--- config.mk ---
export PLATFORM = sky130hd
export DESIGN_NAME = bcd_converter_n
export DESIGN_NICKNAME = d
export VERILOG_FILES = /design/src/rtl/bcd_converter_n.sv
export SDC_FILE = /design/constraint.sdc
export NUM_CORES = 1
export LEC_CHECK = 0
export CORE_MARGIN = 2
export CORE_UTILIZATION = 60
export CTS_BUF_LIST = sky130_fd_sc_hd__clkbuf_8
export DETAILED_ROUTE_END_ITERATION = 12
export DONT_BUFFER_PORTS = 1
export PLACE_DENSITY = 0.76
export SYNTH_ARGS = -nofsm -noshare
export SYNTH_HDL_FRONTEND = slang
export SYNTH_SLANG_ARGS = --single-unit
--- constraint.sdc ---
create_clock -name clk -period 4.2 [get_ports clk]
set_clock_uncertainty 0.2 [all_clocks]
set_input_delay 0.84 -clock clk [delete_from_list [all_inputs] [get_ports clk]]
set_output_delay 0.84 -clock clk [all_outputs]
set_load 0.01 [all_outputs]
--- src/rtl/bcd_converter_n.sv ---
// Sequential double-dabble binary-to-BCD converter with start/busy/done handshake and sticky overflow.
// Build option BCD_SIGNED_EN: two's-complement operand, magnitude is converted and out_SIGN is added.

module bcd_converter_n #(
    parameter int IN_WIDTH  = 8,
    parameter int DIGITS    = 3,
    parameter int DONE_HOLD = 1
) (
    input  logic                clk,
    input  logic                rst,
    input  logic                in_init,
    input  logic [IN_WIDTH-1:0] in_data,
    output logic [4*DIGITS-1:0] out_BCD,
    output logic                out_BUSY,
    output logic                out_DONE,
    output logic                out_OVF
`ifdef BCD_SIGNED_EN
    ,
    output logic                out_SIGN
`endif
);

    localparam int BCD_W = 4 * DIGITS;
    localparam int CNT_W = $clog2(IN_WIDTH + 1);

    typedef enum logic [1:0] {
        S_IDLE   = 2'd0,
        S_ADJUST = 2'd1,
        S_SHIFT  = 2'd2,
        S_DONE   = 2'd3
    } state_t;

    state_t              state_q;
    logic [IN_WIDTH-1:0] operand_q;
    logic [BCD_W-1:0]    scratch_q;
    logic [CNT_W-1:0]    cnt_q;
    logic [7:0]          hold_q;
    logic                ovf_q;
    logic [BCD_W-1:0]    bcd_q;
    logic                busy_q;
    logic                done_q;
    logic                ovf_out_q;
`ifdef BCD_SIGNED_EN
    logic                sign_q;
`endif

    logic [BCD_W-1:0]    scratch_adj_d;
    logic [BCD_W-1:0]    scratch_shift_d;
    logic [IN_WIDTH-1:0] operand_shift_d;
    logic [IN_WIDTH-1:0] operand_load_d;
    logic                ovf_shift_d;
    logic [CNT_W-1:0]    cnt_dec_d;
    logic [7:0]          hold_dec_d;

    // Every digit is corrected independently; a digit >= 5 doubles past 9 on the next shift.
    always_comb begin
        // NOTE: assign a default before any conditional update so no latch is inferred.
        scratch_adj_d = scratch_q;
        for (int i = 0; i < DIGITS; i++) begin
            if (scratch_q[4*i +: 4] >= 4'd5) begin
                scratch_adj_d[4*i +: 4] = scratch_q[4*i +: 4] + 4'd3;
            end
        end
    end

    assign {scratch_shift_d, operand_shift_d} = {scratch_q, operand_q} << 1;
    assign ovf_shift_d = ovf_q | scratch_q[BCD_W-1];
    assign cnt_dec_d   = cnt_q - CNT_W'(1);
    assign hold_dec_d  = hold_q - 8'd1;

`ifdef BCD_SIGNED_EN
    // Negation of the most negative value wraps to 2^(IN_WIDTH-1), which is its exact unsigned magnitude.
    assign operand_load_d = in_data[IN_WIDTH-1] ? -in_data : in_data;
`else
    assign operand_load_d = in_data;
`endif

    // NOTE: sequential state uses non-blocking assignments only, so every register samples pre-edge values.
    always_ff @(posedge clk or posedge rst) begin
        if (rst) begin
            state_q   <= S_IDLE;
            operand_q <= '0;
            scratch_q <= '0;
            cnt_q     <= '0;
            hold_q    <= '0;
            ovf_q     <= 1'b0;
            bcd_q     <= '0;
            busy_q    <= 1'b0;
            done_q    <= 1'b0;
            ovf_out_q <= 1'b0;
`ifdef BCD_SIGNED_EN
            sign_q    <= 1'b0;
`endif
        end else begin
            case (state_q)
                S_IDLE: begin
                    if (in_init) begin
                        operand_q <= operand_load_d;
                        scratch_q <= '0;
                        cnt_q     <= CNT_W'(IN_WIDTH);
                        ovf_q     <= 1'b0;
                        busy_q    <= 1'b1;
`ifdef BCD_SIGNED_EN
                        sign_q    <= in_data[IN_WIDTH-1];
`endif
                        state_q   <= S_ADJUST;
                    end
                end
                S_ADJUST: begin
                    scratch_q <= scratch_adj_d;
                    state_q   <= S_SHIFT;
                end
                S_SHIFT: begin
                    scratch_q <= scratch_shift_d;
                    operand_q <= operand_shift_d;
                    ovf_q     <= ovf_shift_d;
                    cnt_q     <= cnt_dec_d;
                    if (cnt_dec_d == '0) begin
                        bcd_q     <= scratch_shift_d;
                        ovf_out_q <= ovf_shift_d;
                        hold_q    <= 8'(DONE_HOLD);
                        done_q    <= 1'b1;
                        state_q   <= S_DONE;
                    end else begin
                        state_q   <= S_ADJUST;
                    end
                end
                S_DONE: begin
                    hold_q <= hold_dec_d;
                    if (hold_q <= 8'd1) begin
                        done_q  <= 1'b0;
                        busy_q  <= 1'b0;
                        state_q <= S_IDLE;
                    end
                end
                default: begin
                    done_q  <= 1'b0;
                    busy_q  <= 1'b0;
                    state_q <= S_IDLE;
                end
            endcase
        end
    end

    assign out_BCD  = bcd_q;
    assign out_BUSY = busy_q;
    assign out_DONE = done_q;
    assign out_OVF  = ovf_out_q;
`ifdef BCD_SIGNED_EN
    assign out_SIGN = sign_q;
`endif

endmodule

==> flow_metrics.tcl <==
set metrics [dict create \
    status "finished clean" \
    syn_area_sq_um 2818 \
    post_dp_cell_area_sq_um 2821 \
    ios 26 \
    clk_latency_ns 0.30 \
    overflow 0 \
    layout_commonest_cell "dfrtp_1" \
    worstPathArrival_ns 2.56 \
    grt_util_all_layers 0.2270 \
    place_inst 327 \
    vdd_ir_drop_max_v 0.0004439 \
    hold_viol 0 \
    routabilityCongestion 0.8525 \
    vias 2106 \
    antenna_left 0 \
    setup_tns_ns 0 \
    synthArstFlopShare 1.000 \
    grt_pass1_vias 2012 \
    crit_path_max_incr_delay_ns 0.84 \
    cts_made_buffers 5 \
    fp.dieH_um 72.53 \
    timing.final.crit_share 0.6104 \
    nets 308 \
    holdWs_ns 0.2884 \
    drt_first_iter_violations 217 \
    cts.clk_slew.worst_paths_ns 0.09 \
    num_rows 24 \
    max_slew_margin 0.3100 \
    required_ns 4.20 \
    synth_seq_area_share 0.4440 \
    dieArea_sq_um 5261 \
    routed_wirelength_mm 5.492 \
    setup_viol 0 \
    ctsHoldBuffers 0 \
    startpoint_type "flop" \
    ys_seq_elements 50 \
    grt_pass1_wl_mm 9.363 \
    synth_edf_count 0 \
    fin_cells 335 \
    cp_slowest_cell "o21ai_1" \
    fin_crit_ns 2.564 \
    num-fill-cells 357 \
    cts_resized 0 \
    path_max_fanout 29 \
    drcViolationCount 0 \
    worst-setup-path-type "flop to flop" \
    synth_cells 290 \
    worst_pin_slew_ns 1.028 \
    drive_gt1_frac 0.1060 \
    hpwl_mm 3.880 \
    tritoncts "yes" \
    die_w_um 72.53 \
    wl_per_cell_um 16.39 \
    clk_path_buf_depth 2 \
    yosysWarnings 0 \
    rsz0062_at_grt "false" \
    synth_ff_type "dfrtp_1" \
    min_path_type "flop to flop" \
    io_buffers 0 \
    clock.fmax_ghz 0.3901 \
    synth.net_count 316 \
    drt_first_pass_iters 4 \
    maxCapViolCount 0 \
    initial_core_util 0.6340 \
    syn_avg_cell_area_sq_um 9.716 \
    antenna_cells 0 \
    synthToLayoutAreaGrowth_pct 3.197 \
    power_density_nw_per_um2 734.8 \
    worstPathCellList "inv_1, ha_1, buf_4, o21ai_1, mux2_2" \
    final_cell_mix "50 x dfrtp_1, 29 x nand2_1, 24 x o21ai_0" \
    cp-end-kind "flop" \
    design_area_sq_um 2908 \
    cts_sinks 50 \
    h-tree-depth 2 \
    antenna_found_initial 0 \
    coreArea_sq_um 4444 \
    finalMaxSlewViolations 0 \
    grt_max_degree 51 \
    cts_root_buf "clkbuf_8" \
    via_per_inst 6.287 \
    cts_setup_buffers 0 \
    synth_cell_type_count 48 \
    final_core_util 0.6543 \
    leakagePower_uw 0.001288 \
]
state kept, by name (all words and copies together), names as in the netlist:
signal     count
ovf_q          1
hold_q         8
state_q        2
out_BCD       12
scratch_q     12
operand_q      8
out_DONE       1
cnt_q          4
out_BUSY       1
out_OVF        1
kinds of logic (layout without fill, tap and decap cells):
kind of cell	count (synthesis)	count (layout)	synth area share
fa+ha+maj	15	15	0.06661
compound gates	80	80	0.1870
xor+xnor	2	2	0.006218
flops	50	50	0.4440
mux	27	27	0.1026
simple gates	80	80	0.1425
buf+inv	36	29	0.05106
Yosys cell counts (all sizes together) (7+ instances only):
cell	count	area, sq um
o211ai	7	52.55
a21oi	12	63.81
nand2b	8	50.05
o21ai	25	125.1
mux2	15	168.9
clkbuf	12	45.04
a22oi	8	60.06
ha	15	187.7
mux2i	12	120.1
inv	20	75.07
nand2	29	108.9
nor2	12	45.04
dfrtp	50	1251
path summary, 6_finish.rpt:
kind,from,end,slack [ns],cells after the start
worst max-delay path,state_q[0],cnt_q[3],1.64,5
worst min-delay path,operand_q[2],operand_q[2],0.29,2
worst max register to register,state_q[0],cnt_q[3],1.64,5
worst min register to register,operand_q[2],operand_q[2],0.29,2
max in group asynchronous,rst,out_DONE,2.72,1
min in group asynchronous,rst,scratch_q[3],0.45,1
routing by layer:
layer,track usage,share of wire,vias up
met3,0.04722,0.041,5
met2,0.3475,0.47,46
li1,-,-,1022
met4,0.07202,0.0098,0
met5,0,0,-
met1,0.3249,0.48,1033
report_power, final:
group,internal (uW),total (uW),switching [uW]
Clock,115,276,161
Sequential,655,844,189
Combinational,414,1020,603
stage by stage:
step	total power, uW	worst slack, ns
detailed placement	1864	1.637
CTS	2144	1.631
global placement	1832	1.692
finish	2137	1.636
global route	2324	1.427
floorplan	1650	1.959
critical path, delay by kind of cell (launching register included):
kind | cells | cell delay [ns]
fa+ha+maj | 1 | 0.22
buf+inv | 2 | 0.35
mux | 1 | 0.42
flops | 1 | 0.42
compound gates | 1 | 0.84
cell type report:
| type | count | area [sq um] | share of cell area |
|---|---|---|---|
| multi-input combinational | 204 | 1423 | 0.4892 |
| sequential | 50 | 1251 | 0.4303 |
| inverter | 20 | 75.07 | 0.02582 |
| clock buffer | 5 | 68.82 | 0.02367 |
| tap | 52 | 65.06 | 0.02238 |
| clock inverter | 3 | 17.52 | 0.006024 |
| timing repair buffer | 1 | 7.507 | 0.002582 |
(Power assumes the default switching activity.)
